[config.mk]
export PLATFORM = sky130hd
export DESIGN_NAME = crg_seq_ctrl_flat
export DESIGN_NICKNAME = d
export VERILOG_FILES = /design/src/rtl/crg_seq_ctrl_if.sv /design/src/rtl/crg_seq_ctrl.sv /design/src/flat_wrapper.sv
export SDC_FILE = /design/constraint.sdc
export NUM_CORES = 1
export LEC_CHECK = 0
export CAP_MARGIN = 40
export CORE_ASPECT_RATIO = 0.75
export CORE_MARGIN = 2
export CORE_UTILIZATION = 55
export DETAILED_ROUTE_END_ITERATION = 10
export PLACE_DENSITY = 0.78
export SLEW_MARGIN = 20
export SYNTH_ARGS = -nofsm -noshare
export SYNTH_HDL_FRONTEND = slang
export SYNTH_SLANG_ARGS = --single-unit
[constraint.sdc]
create_clock -name clk -period 3.6 [get_ports clk]
set_input_delay 1.08 -clock clk [delete_from_list [all_inputs] [get_ports clk]]
set_output_delay 1.08 -clock clk [all_outputs]
set_load 0.005 [all_outputs]
[src/rtl/crg_seq_ctrl_if.sv]
// Per-channel request/acknowledge bundle for the clock/reset sequencer.
// The master side drives requests and software reset pulses; the slave side
// (the sequencer) returns clock enables, resets, acknowledges and busy.
interface crg_seq_ctrl_if #(
    parameter int N_CH = 4
);
    logic [N_CH-1:0] req_i;
    logic [N_CH-1:0] sw_rst_i;
    logic [N_CH-1:0] clk_en_o;
    logic [N_CH-1:0] rst_n_o;
    logic [N_CH-1:0] ack_o;
    logic            busy_o;

    modport master (
        output req_i,
        output sw_rst_i,
        input  clk_en_o,
        input  rst_n_o,
        input  ack_o,
        input  busy_o
    );

    modport slave (
        input  req_i,
        input  sw_rst_i,
        output clk_en_o,
        output rst_n_o,
        output ack_o,
        output busy_o
    );
endinterface

[src/rtl/crg_seq_ctrl.sv]
// Per-channel clock-enable / reset sequencer on the always-on clock.
// Power-up: clock on with reset held, then reset released. Power-down:
// reset asserted with clock running, then clock gated. Optional chaining
// orders power-up by index and power-down in reverse.
module crg_seq_ctrl #(
    parameter int N_CH        = 4,
    parameter int SYNC_STAGES = 2,
    parameter int PRE_CYC     = 4,
    parameter int POST_CYC    = 4,
    parameter int PULSE_CYC   = 2,
    parameter int CHAIN       = 1
) (
    input  logic clk,
    input  logic rstn,
    input  logic scan_mode,
    input  logic scan_rstn,
    crg_seq_ctrl_if.slave bus
);

    localparam int MAX_A = (PRE_CYC > POST_CYC) ? PRE_CYC : POST_CYC;
    localparam int MAX_C = (MAX_A > PULSE_CYC) ? MAX_A : PULSE_CYC;
    localparam int CW    = $clog2(MAX_C + 1);

    localparam logic [CW-1:0] PRE_LAST   = CW'(PRE_CYC - 1);
    localparam logic [CW-1:0] POST_LAST  = CW'(POST_CYC - 1);
    localparam logic [CW-1:0] PULSE_LAST = CW'(PULSE_CYC - 1);

    typedef enum logic [2:0] {
        ST_OFF,
        ST_CLK_ON,
        ST_RUN,
        ST_SWRST,
        ST_RST_ON
    } state_t;

    logic [SYNC_STAGES*N_CH-1:0] sync_q;
    logic [N_CH-1:0]             reqs;
    logic [N_CH-1:0]             off_v;
    logic [N_CH-1:0]             run_v;
    logic [N_CH-1:0]             trans_v;
    logic [N_CH-1:0]             clk_en_fsm;
    logic [N_CH-1:0]             rst_n_fsm;

    // Request synchroniser: stages packed side by side, newest in the low slice.
    always_ff @(posedge clk or negedge rstn) begin
        if (!rstn) begin
            sync_q <= '0;
        end else begin
            sync_q <= {sync_q[(SYNC_STAGES-1)*N_CH-1:0], bus.req_i};
        end
    end

    assign reqs = sync_q[SYNC_STAGES*N_CH-1 -: N_CH];

    for (genvar i = 0; i < N_CH; i++) begin : g_ch
        state_t          state_q, state_d;
        logic [CW-1:0]   cnt_q, cnt_d;
        logic            eff;
        logic            hold;

        // Chained channels wait for their predecessor to be running.
        if (CHAIN != 0 && i > 0) begin : g_eff_chain
            assign eff = reqs[i] & run_v[i-1];
        end else begin : g_eff_free
            assign eff = reqs[i];
        end

        // Chained channels may not shut down while their successor is still up.
        if (CHAIN != 0 && i < N_CH - 1) begin : g_hold
            assign hold = ~off_v[i+1];
        end else begin : g_nohold
            assign hold = 1'b0;
        end

        // Channel state and sequencing counter.
        always_ff @(posedge clk or negedge rstn) begin
            if (!rstn) begin
                state_q <= ST_OFF;
                cnt_q   <= '0;
            end else begin
                state_q <= state_d;
                cnt_q   <= cnt_d;
            end
        end

        // Next-state and counter update; aborts take priority over completion.
        always_comb begin
            state_d = state_q;
            cnt_d   = cnt_q;
            unique case (state_q)
                ST_OFF: begin
                    if (eff) begin
                        state_d = ST_CLK_ON;
                        cnt_d   = '0;
                    end
                end
                ST_CLK_ON: begin
                    if (!eff) begin
                        state_d = ST_RST_ON;
                        cnt_d   = '0;
                    end else if (cnt_q == PRE_LAST) begin
                        state_d = ST_RUN;
                    end else begin
                        cnt_d = cnt_q + CW'(1);
                    end
                end
                ST_RUN: begin
                    if (!eff && !hold) begin
                        state_d = ST_RST_ON;
                        cnt_d   = '0;
                    end else if (bus.sw_rst_i[i]) begin
                        state_d = ST_SWRST;
                        cnt_d   = '0;
                    end
                end
                ST_SWRST: begin
                    if (!eff) begin
                        state_d = ST_RST_ON;
                        cnt_d   = '0;
                    end else if (cnt_q == PULSE_LAST) begin
                        state_d = ST_RUN;
                    end else begin
                        cnt_d = cnt_q + CW'(1);
                    end
                end
                ST_RST_ON: begin
                    if (cnt_q == POST_LAST) begin
                        state_d = ST_OFF;
                    end else begin
                        cnt_d = cnt_q + CW'(1);
                    end
                end
                default: begin
                    state_d = ST_OFF;
                    cnt_d   = '0;
                end
            endcase
        end

        assign off_v[i]      = (state_q == ST_OFF);
        assign run_v[i]      = (state_q == ST_RUN);
        assign trans_v[i]    = (state_q == ST_CLK_ON) || (state_q == ST_SWRST) ||
                               (state_q == ST_RST_ON);
        assign clk_en_fsm[i] = (state_q != ST_OFF);
        assign rst_n_fsm[i]  = (state_q == ST_RUN);
    end

    assign bus.clk_en_o = scan_mode ? '1 : clk_en_fsm;
    assign bus.rst_n_o  = scan_mode ? {N_CH{scan_rstn}} : rst_n_fsm;
    assign bus.ack_o    = run_v;
    assign bus.busy_o   = |trans_v;

endmodule

[src/flat_wrapper.sv]
// flat-port wrapper written by rule: the top's interface ports become plain ports
module crg_seq_ctrl_flat 
#(
    parameter int N_CH        = 4,
    parameter int SYNC_STAGES = 2,
    parameter int PRE_CYC     = 4,
    parameter int POST_CYC    = 4,
    parameter int PULSE_CYC   = 2,
    parameter int CHAIN       = 1
)
  (clk, rstn, scan_mode, scan_rstn, bus_req_i, bus_sw_rst_i, bus_clk_en_o, bus_rst_n_o, bus_ack_o, bus_busy_o);
  crg_seq_ctrl_if #(.N_CH(N_CH)) bus_i ();
  input  logic clk;
  input  logic rstn;
  input  logic scan_mode;
  input  logic scan_rstn;
  input wire logic [$bits(bus_i.req_i)-1:0] bus_req_i;
  input wire logic [$bits(bus_i.sw_rst_i)-1:0] bus_sw_rst_i;
  output wire logic [$bits(bus_i.clk_en_o)-1:0] bus_clk_en_o;
  output wire logic [$bits(bus_i.rst_n_o)-1:0] bus_rst_n_o;
  output wire logic [$bits(bus_i.ack_o)-1:0] bus_ack_o;
  output wire logic [$bits(bus_i.busy_o)-1:0] bus_busy_o;
  assign bus_i.req_i = bus_req_i;
  assign bus_i.sw_rst_i = bus_sw_rst_i;
  assign bus_clk_en_o = bus_i.clk_en_o;
  assign bus_rst_n_o = bus_i.rst_n_o;
  assign bus_ack_o = bus_i.ack_o;
  assign bus_busy_o = bus_i.busy_o;
  crg_seq_ctrl #(.N_CH(N_CH), .SYNC_STAGES(SYNC_STAGES), .PRE_CYC(PRE_CYC), .POST_CYC(POST_CYC), .PULSE_CYC(PULSE_CYC), .CHAIN(CHAIN)) u_core (.clk(clk), .rstn(rstn), .scan_mode(scan_mode), .scan_rstn(scan_rstn), .bus(bus_i));
endmodule
==> out/results.tsv, run 1 <==
stage	metric	value	unit
floorplan	Top-Level Pins	25	
power_and_ir_drop	Overall Power	1490	uW
yosys	share of async-settable or async-resettable flops after synthesis	100.0	%
setup_path	number of buffer and inverter instances along the worst setup path	3	
setup_path	logic depth of the worst setup path including buffers	4	
drt	mean number of vias per cell	5.864	
floorplan	Die ar.	4718	um2
clocking	Clock Tree Buf Depth	2	
yosys	post-synthesis instance area	2298	um2
clocking	maximum level of the CTS H-tree	2	
setup_path	crit path max fanout	7	
yosys	Syn Inst Count	260	
yosys	post-synthesis area per instance	8.840	um2
setup_path	critical path required time	2520	ps
clocking	setup repair bufs after CTS	0	
yosys	number of warnings printed during yosys synthesis	0	
timing	final-report max-slew violation count	0	
timing	minimum period implied by the final worst setup slack	3490	ps
clocking	buffer type at the clock tree root	sky130_fd_sc_hd__clkbuf_8	
yosys	commonest register cell after synthesis	sky130_fd_sc_hd__dfrtp_1	
yosys	xor and xnor fraction of the mapped netlist area	0	%
floorplan	Floorplan Core Area	4029	um2
yosys	number of nets produced by synthesis	288	
setup_path	data arrival time of the worst path	2410	ps
timing	clock tree skew after final layout	7.672	ps
global_route	maximum number of pins on one net before global-route repair	33	
drt	post-route met1 wirelength	2396	um
global_route	global-route wire length before repair	8245	um
worst_hold_path	worst hold path type	reg -> reg	
clocking	clk slew on worst S/H paths	60	ps
clocking	Num CTS Buffers	5	
cells_and_area	total area of sequential cells	800.8	um2
yosys	mux contribution to synthesized area	2.395	%
cells_and_area	net count reported at finish	309	
cells_and_area	share of final-layout standard cells stronger than drive strength 1	8.511	%
placement	PortBufs	24	
yosys	number of flops mapped to enable cells by yosys	0	
setup_path	peak per-stage delay on the critical path	540	ps
drt	met2 routed wirelength	2108	um
setup_path	dominant delay contributor by cell family on the critical path	buffers and inverters	
floorplan	initial cell density of the core	57.05	%
drt	remaining routing DRC violations	0	
timing	summed negative setup slack over all endpoints	0	ps
yosys	proportion of synthesized chip area in sequential cells	34.84	%
cells_and_area	Antenna diodes	0	
cells_and_area	area growth from synthesis to layout	16.82	%
timing	count of final setup violators	0	
placement	Detail Placement HPWL	3693	um
power_and_ir_drop	power density over the cells	555.0	nW/um2
drt	count of vias placed by the detailed router	1976	
clocking	CTS tree	yes	
timing	number of hold-slack violations in the final timing report	0	
yosys	Unique masters post-synth	54	
global_route	antenna violations before repair	0	
setup_path	startpoint kind of the worst setup timing path	input port	
yosys	fraction of the mapped netlist area in simple logic gates	24.06	%
global_route	total congestion overflow after global routing	0	
job	max-cap violations	0	
clocking	hold-fix buffers at CTS	0	
setup_path	Slowest-stage cell, CP	sky130_fd_sc_hd__clkdlybuf4s50_1	
timing	slew at the pin closest to its max-slew limit	517.3	ps
power_and_ir_drop	reported leakage power	0.001158	uW
global_route	vias in the first global route	1697	
setup_path	cell occurring most often along the worst timing path	sky130_fd_sc_hd__clkdlybuf4s50_1	
drt	number of DRC markers after the initial detailed-route iteration	155	
cells_and_area	number of filler cells placed in the layout	333	
timing	ratio of final minimum period to clock period	96.95	%
floorplan	vertical extent of the die	59.99	um
cells_and_area	Final Instance Count excl. Fillers	337	
placement	final weighted congestion in routability-driven placement	0.8264	
drt	post-route ant nets	0	
floorplan	# rows	20	
power_and_ir_drop	maximum ir drop on the vdd rail	0.0003716	V
clocking	Clock Sink Count	32	
timing	maximum clock frequency	286.5	MHz
drt	Routed wire per std cell	14.57	um
floorplan	die extent in x	78.65	um
setup_path	category of the most critical setup path	in -> out	
drt	iteration count of the initial detailed-routing pass	4	
global_route	Total GRT Usage	22.74	%
timing	unrepaired setup endpoints after global routing	no	
outcome	run status	finished, final reports clean	
drt	met3 wirelength from detailed routing	357	um
drt	wirelength, routed	4910	um
yosys	register bit total from synthesis	32	
drt	top routing layer in use	met4	
clocking	post-cts gate resize count	0	
setup_path	worst r2r path cells	6	
cells_and_area	area of the multi-input gates	1318	um2
yosys	adder-cell area share of the yosys netlist	8.710	%
clocking	insertion delay of the later-clocked pin in the worst-skew pair	280	ps
timing	normalized max-slew margin	65.05	%
worst_hold_path	hold depth	0	
timing	Min Hold Slack	349.4	ps
yosys	complex-gate fraction of the synthesized area	22.16	%
placement	number of placed cells counting well taps	329	
setup_path	critical path capture point type	primary output	
yosys	largest family of logic cells by synthesized area	simple AND/OR/NAND/NOR gates	
setup_path	cell-by-cell listing of the critical path	clkdlybuf4s50_1, buf_4, o21ai_0, clkdlybuf4s50_1	
-- area by class of cell --
cell class	instances	share of cell area (%)
sequential	32	29.82
inverter	27	3.774
multi-input combinational	187	49.07
tap	55	2.563
timing repair buffer	28	10.07
clock buffer	7	3.588
clock inverter	1	1.118
-- flip-flops by register name, indices dropped and copies added (netlist names) --
| name | cells |
|---|---|
| u_core.g_ch.cnt_q | 12 |
| u_core.sync_q | 8 |
| u_core.g_ch.state_q | 12 |
-- stage by stage --
stage | util, % | instance area (um2) | worst slack (ps)
CTS | 66.65 | 2685 | 105.2
floorplan | - | 2298 | 1260
global route | 66.65 | 2685 | 57.48
detailed placement | 63.51 | 2559 | 104.8
global placement | 63.51 | 2559 | 174.0
finish | 66.65 | 2685 | 109.9
-- Yosys cell counts, types with 3 or more instances --
library cell                 n  area, um2
sky130_fd_sc_hd__nand4bb_1   3      33.78
sky130_fd_sc_hd__buf_2       6      30.03
sky130_fd_sc_hd__nand2b_1   12      75.07
sky130_fd_sc_hd__a32oi_1     3      26.28
sky130_fd_sc_hd__ha_1       16      200.2
sky130_fd_sc_hd__mux2i_1     4      40.04
sky130_fd_sc_hd__inv_1      27      101.4
sky130_fd_sc_hd__clkbuf_1    5      18.77
sky130_fd_sc_hd__a21oi_1    21      105.1
sky130_fd_sc_hd__nand4_1     5      31.28
sky130_fd_sc_hd__or3_1       5      31.28
sky130_fd_sc_hd__a31oi_1     3      18.77
sky130_fd_sc_hd__nand2_1    15      56.30
sky130_fd_sc_hd__o22ai_1     3      18.77
sky130_fd_sc_hd__or2_2       3      18.77
sky130_fd_sc_hd__nor2b_1     5      31.28
sky130_fd_sc_hd__o32a_1      3      30.03
sky130_fd_sc_hd__nor3_1     10      50.05
sky130_fd_sc_hd__dfrtp_1    32      800.8
sky130_fd_sc_hd__nor2_1     18      67.56
sky130_fd_sc_hd__o21ai_0    13      65.06
sky130_fd_sc_hd__o211ai_1    3      22.52
sky130_fd_sc_hd__nand3b_1    3      22.52
-- final timing paths --
kind | from | end | slack (ps)
setup / recovery | scan_mode | bus_rst_n_o[3] | 110
hold / removal | u_core.sync_q[2] | u_core.sync_q[6] | 350
setup reg to reg | u_core.g_ch[3].cnt_q[0] | u_core.g_ch[3].cnt_q[0] | 1650
hold reg to reg | u_core.sync_q[2] | u_core.sync_q[6] | 350
max in group asynchronous | rstn | u_core.sync_q[5] | 2110
min in group asynchronous | rstn | u_core.g_ch[3].state_q[1] | 1190
-- cells in the final DEF, fill, tap and decap left out, types with 3 or more instances in the layout --
cell / synthesis / layout
sky130_fd_sc_hd__dfrtp_1: 32 / 32
sky130_fd_sc_hd__inv_1: 27 / 27
sky130_fd_sc_hd__clkdlybuf4s50_1: 0 / 24
sky130_fd_sc_hd__a21oi_1: 21 / 21
sky130_fd_sc_hd__nor2_1: 18 / 18
sky130_fd_sc_hd__ha_1: 16 / 16
sky130_fd_sc_hd__nand2_1: 15 / 15
sky130_fd_sc_hd__o21ai_0: 13 / 13
sky130_fd_sc_hd__nand2b_1: 12 / 12
sky130_fd_sc_hd__nor3_1: 10 / 10
sky130_fd_sc_hd__clkbuf_8: 0 / 7
sky130_fd_sc_hd__nor2b_1: 5 / 5
sky130_fd_sc_hd__nand4_1: 5 / 5
sky130_fd_sc_hd__or3_1: 5 / 5
sky130_fd_sc_hd__mux2i_1: 4 / 4
sky130_fd_sc_hd__buf_4: 1 / 4
sky130_fd_sc_hd__nand4bb_1: 3 / 3
sky130_fd_sc_hd__nand3b_1: 3 / 3
sky130_fd_sc_hd__a31oi_1: 3 / 3
sky130_fd_sc_hd__or2_2: 3 / 3
sky130_fd_sc_hd__a32oi_1: 3 / 3
sky130_fd_sc_hd__o211ai_1: 3 / 3
sky130_fd_sc_hd__o22ai_1: 3 / 3
sky130_fd_sc_hd__o32a_1: 3 / 3
-- layer usage --
| metal | GRT usage [%] | vias to the layer above |
|---|---|---|
| li1 | - | 985 |
| met1 | 33.98 | 929 |
| met2 | 33.70 | 55 |
| met3 | 5.891 | 7 |
| met4 | 4.261 | 0 |
| met5 | 0 | - |
-- report_power, final --
| group | internal (uW) | total [uW] | switching, uW |
|---|---|---|---|
| Sequential | 422 | 534 | 112 |
| Combinational | 295 | 580 | 285 |
| Clock | 244 | 377 | 133 |
-- kinds of logic after synthesis --
group | Yosys count
buffers and inverters | 41
AO/OA/AOI/OAI | 72
flip-flops | 32
AND/OR/NAND/NOR | 94
multiplexers | 5
adder cells (fa/ha/maj) | 16
No activity file was read; power rests on OpenSTA's default activity.
==> inputs of run 2 (changes only) <==
--- a/config.mk
+++ b/config.mk
@@ -15,3 +15,4 @@
 export SYNTH_ARGS = -nofsm -noshare
 export SYNTH_HDL_FRONTEND = slang
 export SYNTH_SLANG_ARGS = --single-unit
+export TNS_END_PERCENT = 30
==> results of run 2 <==
No change in the layout: final DEF, timing and power equal those of run 1.
==> inputs of run 3 (changes only) <==
==> constraint.sdc (replaced) <==
create_clock -name clk -period 3.8 [get_ports clk]
set_input_delay 1.14 -clock clk [delete_from_list [all_inputs] [get_ports clk]]
set_output_delay 1.14 -clock clk [all_outputs]
set_load 0.005 [all_outputs]
==> run 3 against run 2 <==
Flip-flop and latch count unchanged. Register-to-register slack improved by 140 ps. Critical endpoint unchanged. Sequential power shrank 4.9%.
==> out/results.tsv, run 3 (synthesized netlist as in run 1, its figures left out) <==
stage	metric	value	unit	change
drt	Routed wire per std cell	15.12	um	+3.8%
cells_and_area	final design area excluding fillers	2659	um2	-0.98%
clocking	maximum level of the CTS H-tree	2		unchanged
clocking	post-cts gate resize count	0		unchanged
global_route	total congestion overflow after global routing	0		unchanged
cells_and_area	Antenna diodes	0		unchanged
cells_and_area	area growth from synthesis to layout	15.68	%	
floorplan	initial cell density of the core	57.05	%	unchanged
cells_and_area	share of final-layout standard cells stronger than drive strength 1	7.829	%	-0.68 points
setup_path	crit path max fanout	7		unchanged
drt	wirelength, routed	5081	um	+3.5%
setup_path	data arrival time of the worst path	2490	ps	+80 ps
clocking	clk slew on worst S/H paths	60	ps	about the same
placement	number of placed cells counting well taps	328		-0.30%
setup_path	critical path required time	2660	ps	+140 ps
floorplan	vertical extent of the die	59.99	um	unchanged
outcome	run status	finished, final reports clean		
timing	unrepaired setup endpoints after global routing	no		
timing	normalized max-slew margin	64.82	%	-0.23 points
worst_hold_path	hold depth	0		unchanged
drt	count of vias placed by the detailed router	2017		+2.1%
floorplan	Floorplan Core Area	4029	um2	unchanged
clocking	setup repair bufs after CTS	0		unchanged
cells_and_area	post-layout util	65.99	%	-0.65 points
power_and_ir_drop	power density over the cells	518.5	nW/um2	-6.6%
timing	number of hold-slack violations in the final timing report	0		unchanged
global_route	Total GRT Usage	23.32	%	+0.58 points
drt	post-route ant nets	0		unchanged
cells_and_area	net count reported at finish	308		-0.32%
timing	summed negative setup slack over all endpoints	0	ps	unchanged
clocking	Clock Tree Buf Depth	2		unchanged
clocking	hold-fix buffers at CTS	0		unchanged
clocking	Clock Sink Count	32		unchanged
setup_path	category of the most critical setup path	in -> out		
clocking	buffer type at the clock tree root	sky130_fd_sc_hd__clkbuf_8		
cells_and_area	area of the multi-input gates	1318	um2	unchanged
clocking	CTS tree	yes		
global_route	maximum number of pins on one net before global-route repair	33		unchanged
setup_path	cell-by-cell listing of the critical path	clkdlybuf4s50_1, buf_4, o21ai_0, clkdlybuf4s50_1		
drt	remaining routing DRC violations	0		unchanged
cells_and_area	number of filler cells placed in the layout	347		+4.2%
clocking	Num CTS Buffers	5		unchanged
timing	ratio of final minimum period to clock period	95.58	%	
cells_and_area	biggest regs	u_core.g_ch.cnt_q x12, u_core.g_ch.state_q x12, u_core.sync_q x8		
setup_path	peak per-stage delay on the critical path	540	ps	about the same
global_route	vias in the first global route	1743		+2.7%
setup_path	cell occurring most often along the worst timing path	sky130_fd_sc_hd__clkdlybuf4s50_1		
timing	count of final setup violators	0		unchanged
drt	number of DRC markers after the initial detailed-route iteration	178		+15%
global_route	antenna violations before repair	0		unchanged
setup_path	startpoint kind of the worst setup timing path	input port		
setup_path	R2R Setup Slk	1790	ps	+140 ps
setup_path	Slowest-stage cell, CP	sky130_fd_sc_hd__clkdlybuf4s50_1		
power_and_ir_drop	maximum ir drop on the vdd rail	0.0003203	V	-14%
floorplan	Top-Level Pins	25		unchanged
cells_and_area	Final Instance Count excl. Fillers	336		-0.30%
job	max-cap violations	0		unchanged
setup_path	critical path capture point type	primary output		
clocking	insertion delay of the later-clocked pin in the worst-skew pair	290	ps	about the same
timing	final-report max-slew violation count	0		unchanged
cells_and_area	total area of sequential cells	800.8	um2	unchanged
placement	final weighted congestion in routability-driven placement	0.9430		+14%
placement	PortBufs	24		unchanged
drt	mean number of vias per cell	6.003		+2.4%
floorplan	# rows	20		unchanged
floorplan	die extent in x	78.65	um	unchanged
timing	minimum period implied by the final worst setup slack	3632	ps	
timing	maximum clock frequency	275.3	MHz	
cells_and_area	most common library cell in the layout ignoring fill and taps	sky130_fd_sc_hd__dfrtp_1		
power_and_ir_drop	reported leakage power	0.001143	uW	-1.3%
timing	clock tree skew after final layout	5.695	ps	-1.976 ps
worst_hold_path	worst hold path type	reg -> reg		
timing	slew at the pin closest to its max-slew limit	526.6	ps	+9.367 ps
drt	iteration count of the initial detailed-routing pass	5		+1
placement	Detail Placement HPWL	3767	um	+2.0%
setup_path	worst r2r path cells	5		-1
floorplan	Die ar.	4718	um2	unchanged
cells_and_area	top library cells by usage in the layout, fill and taps aside	32 x sky130_fd_sc_hd__dfrtp_1, 27 x sky130_fd_sc_hd__inv_1, 24 x sky130_fd_sc_hd__clkdlybuf4s50_1, 21 x sky130_fd_sc_hd__a21oi_1, 18 x sky130_fd_sc_hd__nor2_1		
global_route	global-route wire length before repair	8314	um	+0.84%
placement	instance area after placement	2551	um2	-0.29%
[run 3: cell types whose count changed in the layout (fill, tap and decap cells not counted), sizes merged]
cell	change
clkbuf	-1
clkinv	+1
buf	-1
[run 3: final cells by class]
| type | instances | share of cell area, % |
|---|---|---|
| Multi-Input combinational cell | 187 | 49.55 |
| Sequential cell | 32 | 30.12 |
| Timing Repair Buffer | 27 | 9.882 |
| Inverter | 27 | 3.812 |
| Clock buffer | 6 | 2.729 |
| Tap cell | 55 | 2.588 |
| Clock inverter | 2 | 1.318 |
[run 3: through the flow]
step	power [uW]	setup slack, ps	hold slack [ps]
finish	1379	168.0	348.5
detailed placement	1049	161.5	336.5
CTS	1378	160.4	351.4
global route	1470	97.10	361.2
floorplan	903.0	1340	331.2
global placement	1035	252.3	331.9
[run 3: path summary, 6_finish.rpt]
check                                          startpoint                   endpoint
worst max-delay path                            scan_mode             bus_rst_n_o[3]
worst min-delay path                     u_core.sync_q[1]           u_core.sync_q[5]
worst max register to register  u_core.g_ch[0].state_q[1]    u_core.g_ch[1].cnt_q[2]
worst min register to register           u_core.sync_q[1]           u_core.sync_q[5]
max in group asynchronous                            rstn    u_core.g_ch[0].cnt_q[1]
min in group asynchronous                            rstn  u_core.g_ch[3].state_q[0]
[run 3: metal layers]
layer  global-route usage [%]  wire length (um)  vias to the layer above
met2                    34.19              2257                       74
li1                         -                 -                      980
met5                        0                 0                        -
met4                    8.271                57                        0
met1                    33.33              2393                      956
met3                    6.344               372                        7
[run 3: worst max-delay path: cells and delay by family]
kind,cells,cell delay [ps]
AOI/OAI and AO/OA,1,180
buffers and inverters,3,1170
[run 3: power by group]
group	leakage, uW	switching [uW]	internal (uW)
Combinational	0.000676	270	275
Clock	0.0000552	131	194
Sequential	0.000411	109	399
Total	0.00114	510	869
==> RTL change 1: new RTL, flow settings as in run 2 <==
`PRE_CYC` is set to 4 in 2 places; all go to 2.
--- a/src/rtl/crg_seq_ctrl.sv
+++ b/src/rtl/crg_seq_ctrl.sv
@@ -7,3 +7,3 @@
     parameter int SYNC_STAGES = 2,
-    parameter int PRE_CYC     = 4,
+    parameter int PRE_CYC     = 2,
     parameter int POST_CYC    = 4,
--- a/src/flat_wrapper.sv
+++ b/src/flat_wrapper.sv
@@ -5,3 +5,3 @@
     parameter int SYNC_STAGES = 2,
-    parameter int PRE_CYC     = 4,
+    parameter int PRE_CYC     = 2,
     parameter int POST_CYC    = 4,
Behaviour: not the same (a bounded check fails within 10 cycles, from zero or initial values and one cycle with rstn low).
==> RTL change 1 against run 2 <==
Area after synthesis decreased by 19%; maximum frequency increased by 3.6%; sequential cell count unchanged; die area decreased by 18%; routed wire length decreased by 22%; critical path depth unchanged; total power increased by 18%; design area decreased by 17%; setup slack improved by 0.12 ns; utilization increased by 2.0 points.
==> RTL change 1: results (changes against run 2) <==
Run status
  • Status: finished, final reports clean (unchanged)

Critical path
  • Crit-path max FO: 3 (was 7)
  • Worst Path Arrival: 2.29 ns (was 2.41 ns)
  • Reg2reg setup slack: 1.67 ns (was 1.65 ns)

Layout
  • Final #Nets: 236 (was 309)
  • Layout cells sized above 1: 11.3% (was 8.51%)
  • Fill count: 238 (was 333)

Placement
  • GP Congestion: 0.825 (was 0.826)
  • Dpl hpwl: 2830 µm (was 3690 µm)
  • Place WS: -0.00651 ns (was 0.105 ns)

Logic synthesis
  • Distinct cells, synth: 45 (was 54)
  • Top cells by count, synth: dfrtp_1 (32), inv_1 (16), ha_1 (12), nor2_1 (12), nor2b_1 (10) (was dfrtp_1 (32), inv_1 (27), a21oi_1 (21), nor2_1 (18), ha_1 (16))
  • Sequential share of the synthesized area: 43.0% (was 34.8%)
  • Net Count, Synth: 211 (was 288)

GRT
  • Gr usage total: 22.3% (was 22.7%)
  • GR met2 Demand/Resource: 34.7% (was 33.7%)
  • Met3 usage: 7.92% (was 5.89%)
  • Vias in the first global route: 1,379 (was 1,697)
  • First-pass GRT wire length: 6350 µm (was 8250 µm)
  • GRT met1 Usage: 28.6% (was 34.0%)

Timing
  • Crit share post-route: 93.5% (was 96.9%)
  • Clock skew: 0.00413 ns (was 0.00767 ns)
  • Worst slew pin tran: 0.590 ns (was 0.517 ns)

Routing
  • Detailed Route Iter0 Violations: 141 (was 155)
  • WL final: 3850 µm (was 4910 µm)

Pwr
  • Worst vdd ir: 0.000460 V (was 0.000372 V)
## RTL change 1: cell count changes in the layout (fill, tap and decap cells not counted), moves of 5 or more
cell,change
nor2_1,-6
nor2b_1,+5
nand2b_1,-8
nand2_1,-6
o21ai_0,-6
inv_1,-11
nor3_1,-7
a21oi_1,-12
## RTL change 1: metal layers
metal / up-vias / part of all wire (%)
met1: 717 / 45
li1: 730 / -
met2: 44 / 49
met4: 0 / 1.2
met3: 5 / 4.9
met5: - / 0
## RTL change 1: final timing paths
path,from,to,cells past startpoint
worst max-delay path,scan_rstn,bus_rst_n_o[2],4
worst min-delay path,u_core.sync_q[3],u_core.sync_q[7],0
worst max register to register,u_core.g_ch[0].state_q[2],u_core.g_ch[1].cnt_q[2],5
worst min register to register,u_core.sync_q[3],u_core.sync_q[7],0
max in group asynchronous,rstn,u_core.g_ch[2].cnt_q[0],2
min in group asynchronous,rstn,u_core.sync_q[7],2
## RTL change 1: where the power goes
group	switching, W	total (W)	internal [W]	leakage, nW
registers	0.000158	0.000623	0.000465	0.411
clock network	0.000130	0.000335	0.000205	0.0552
logic	0.000392	0.000805	0.000413	0.506
total	0.000680	0.00176	0.00108	0.973
## RTL change 1: stage by stage
stage	utilization, %	instances	hold slack, ns	power [W]	area [µm²]
2_1_floorplan	-	187	0.331	0.00117	1860
3_3_place_gp	64.9	243	0.333	0.00137	2120
3_5_place_dp	65.4	245	0.336	0.00142	2130
4_1_cts	68.6	253	0.351	0.00177	2240
5_1_grt	68.6	253	0.358	0.00190	2240
6_report	68.6	253	0.348	0.00176	2240
## RTL change 1: cells by family (layout without fill, tap and decap cells)
kind of cell,Yosys count,in the layout,share of synthesized area (%)
mux,9,9,5.30
flops,32,32,43.0
compound gates,45,45,17.2
simple gates,63,63,20.5
fa+ha+maj,12,12,8.05
buf+inv,26,52,5.97
## RTL change 1: final cells by class
| cell class | instances | area, µm² | area share, % |
|---|---|---|---|
| sequential | 32 | 801 | 35.7 |
| clock inverter | 2 | 35.0 | 1.56 |
| timing repair buffer | 28 | 270 | 12.1 |
| clock buffer | 6 | 72.6 | 3.24 |
| tap | 40 | 50.0 | 2.23 |
| inverter | 16 | 60.1 | 2.68 |
| multi-input combinational | 129 | 952 | 42.5 |
## RTL change 1: timing repair
item                                    4_1_cts  5_1_grt
resized for setup                             1        0
endpoints found under the setup margin        3        0
hold buffers                                  0        0
==> RTL change 2: new RTL, settings of run 2 <==
Made on the original files. Make the reset (`rstn`) synchronous in 2 clocked blocks.
--- a/src/rtl/crg_seq_ctrl.sv
+++ b/src/rtl/crg_seq_ctrl.sv
@@ -44,3 +44,3 @@
     // Request synchroniser: stages packed side by side, newest in the low slice.
-    always_ff @(posedge clk or negedge rstn) begin
+    always_ff @(posedge clk) begin
         if (!rstn) begin
@@ -75,3 +75,3 @@
         // Channel state and sequencing counter.
-        always_ff @(posedge clk or negedge rstn) begin
+        always_ff @(posedge clk) begin
             if (!rstn) begin
Behaviour: differs if rstn is asserted again (counterexample within 4 cycles, from zero or initial values and one cycle with rstn low); with rstn held inactive, the same outputs for 10 cycles.
==> RTL change 2 against run 2 <==
Area after synthesis fell by 5.5%; global-route usage rose by 2.0 points; sequential power fell by 13%; largest power group unchanged; sequential cell count did not move; design area fell by 4.8%; sequential share of layout area fell by 4.8 points; largest cell class unchanged; routed wire length rose by 1.2%; critical path depth did not move; worst hold slack improved by 0.078 ns; synthesized cell count rose by 5.8%; setup slack improved by 0.00059 ns; total power fell by 14%.
==> RTL change 2: results (changes against run 2) <==
Run status
  • Status: finished, final reports clean (unchanged)

Placement
  • Dpl hpwl: 3610 µm (was 3690 µm)
  • GP Congestion: 0.915 (was 0.826)
  • Port bufs: 24 (unchanged)

GRT
  • Initial antenna violation count: 0 (unchanged)
  • First-pass GRT wire length: 8650 µm (was 8250 µm)
  • Gr usage total: 24.7% (was 22.7%)
  • Largest net degree at the start of global routing: 22 (was 33)
  • Vias in the first global route: 1,804 (was 1,697)

Logic synthesis
  • Net Count, Synth: 303 (was 288)
  • Asr flop ratio synth: 0% (was 100%)
  • Top cells by count, synth: dfxtp_1 (32), nor2_1 (28), inv_1 (23), a21oi_1 (17), nand2_1 (17) (was dfrtp_1 (32), inv_1 (27), a21oi_1 (21), nor2_1 (18), ha_1 (16))
  • Distinct cells, synth: 52 (was 54)
  • Top post-synthesis cells by area: dfxtp_1 (29%), ha_1 (9.2%), nor2_1 (4.8%), inv_1 (4.0%), a21oi_1 (3.9%) (was dfrtp_1 (35%), ha_1 (8.7%), a21oi_1 (4.6%), inv_1 (4.4%), nand2b_1 (3.3%))
  • Synth warnings: 0 (unchanged)
  • Sequential share of the synthesized area: 29.5% (was 34.8%)

Pwr
  • Psw: 0.000462 W (was 0.000530 W)
  • Worst vdd ir: 0.000397 V (was 0.000372 V)
  • Leakage power: 1.02 nW (was 1.16 nW)

Routing
  • Detailed Route Iter0 Violations: 198 (was 155)
  • Total vias in the final route: 2,017 (was 1,976)
  • Routed length per instance: 14.2 µm (was 14.6 µm)
  • Pre-Repair DR Iteration Count: 4 (unchanged)

Layout
  • Final #Nets: 324 (was 309)
  • # diodes: 0 (unchanged)
  • Layout cells sized above 1: 9.09% (was 8.51%)
  • Biggest regs: u_core.g_ch.cnt_q: 12 flops, u_core.g_ch.state_q: 12 flops, u_core.sync_q: 8 flops (unchanged)

Timing
  • Clock skew: 0.00610 ns (was 0.00767 ns)
  • Slew HR: 65.7% (was 65.0%)

Clock network
  • CTS HTree Levels: 2 (unchanged)
  • Clk slew on worst S/H paths: 0.07 ns
  • CTS buffer count: 5 (unchanged)
  • CTS max path bufs: 2 (unchanged)
  • Root buffer cell: clkbuf_8 (unchanged)
  • Clock Latency Late Sink: 0.29 ns

Critical path
  • Crit-path max FO: 8 (was 7)
  • Worst Path Arrival: 2.41 ns (about the same)

Worst hold path
  • Worst hold path class: reg -> reg (unchanged)
## RTL change 2: changes by cell type after synthesis, sizes merged, moves of 4 or more
cell / run 2 / this run
nor3: 11 / 7
buf: 9 / 1
dfxtp: 0 / 32
nor2: 18 / 28
dfrtp: 32 / 0
o311a: 0 / 4
nand4: 5 / 0
nor2b: 5 / 10
inv: 27 / 23
clkbuf: 5 / 13
and2: 1 / 9
## RTL change 2: cells by family (layout without fill, tap and decap cells)
kind of cell,after synthesis,after routing,share of synthesized area (%)
AND/OR/NAND/NOR,113,113,28.9
adder cells (fa/ha/maj),16,16,9.22
AO/OA/AOI/OAI,72,72,23.6
buffers and inverters,37,59,6.45
flip-flops,32,32,29.5
multiplexers,5,5,2.36
## RTL change 2: what timing repair did
action / CTS / global route
hold buffers: 0 / 0
setup buffers: 0 / 0
endpoints found under the hold margin: 0 / 0
gates resized for setup: 0 / 3
endpoints found under the setup margin: 0 / 3
## RTL change 2: final timing paths
path	slack (ns)	depth (start not counted)	startpoint	to
max	0.11	4	scan_mode	bus_clk_en_o[1]
min	0.43	1	u_core.sync_q[2]	u_core.sync_q[6]
max reg2reg	1.53	7	u_core.g_ch[0].cnt_q[0]	u_core.g_ch[0].state_q[1]
min reg2reg	0.43	1	u_core.sync_q[2]	u_core.sync_q[6]
## RTL change 2: per-layer routing
metal | track usage, % | wire length [µm] | vias to the layer above
li1 | - | - | 1022
met2 | 38.6 | 2210 | 65
met4 | 10.4 | 70 | 0
met1 | 34.2 | 2380 | 924
met3 | 4.75 | 310 | 6
met5 | 0 | 0 | -
## RTL change 2: layout make-up
type / count / area [µm²]
clock inverter: 2 / 10.0
tap: 52 / 65.1
clock buffer: 6 / 82.6
timing repair buffer: 28 / 275
inverter: 23 / 86.3
sequential: 32 / 641
fill: 305 / 1180
multi-input combinational: 206 / 1400
## RTL change 2: worst max-delay path: stages
cell             delay, ns
clkdlybuf4s50_1       0.42
buf_4                 0.18
or2_2                 0.29
clkdlybuf4s50_1       0.45
## RTL change 2: power by group through the flow
| stage | clock [W] | sequential, W | combinational (W) |
|---|---|---|---|
| final | 0.000294 | 0.000466 | 0.000517 |
| after global routing | 0.000311 | 0.000475 | 0.000580 |
| after CTS | 0.000299 | 0.000463 | 0.000518 |
| after detailed placement | 0 | 0.000471 | 0.000516 |
| after global placement | 0 | 0.000469 | 0.000506 |
| after floorplan | 0 | 0.000440 | 0.000369 |
## RTL change 2: per-stage QoR
stage	cells	setup slack (ns)	util, %	cell area (µm²)
detailed placement	341	0.0335	65.7	2450
global placement	341	0.0698	65.7	2450
global route	349	0.0436	68.5	2560
floorplan	275	0.938	-	2170
finish	349	0.111	68.5	2560
CTS	349	0.0331	68.2	2550
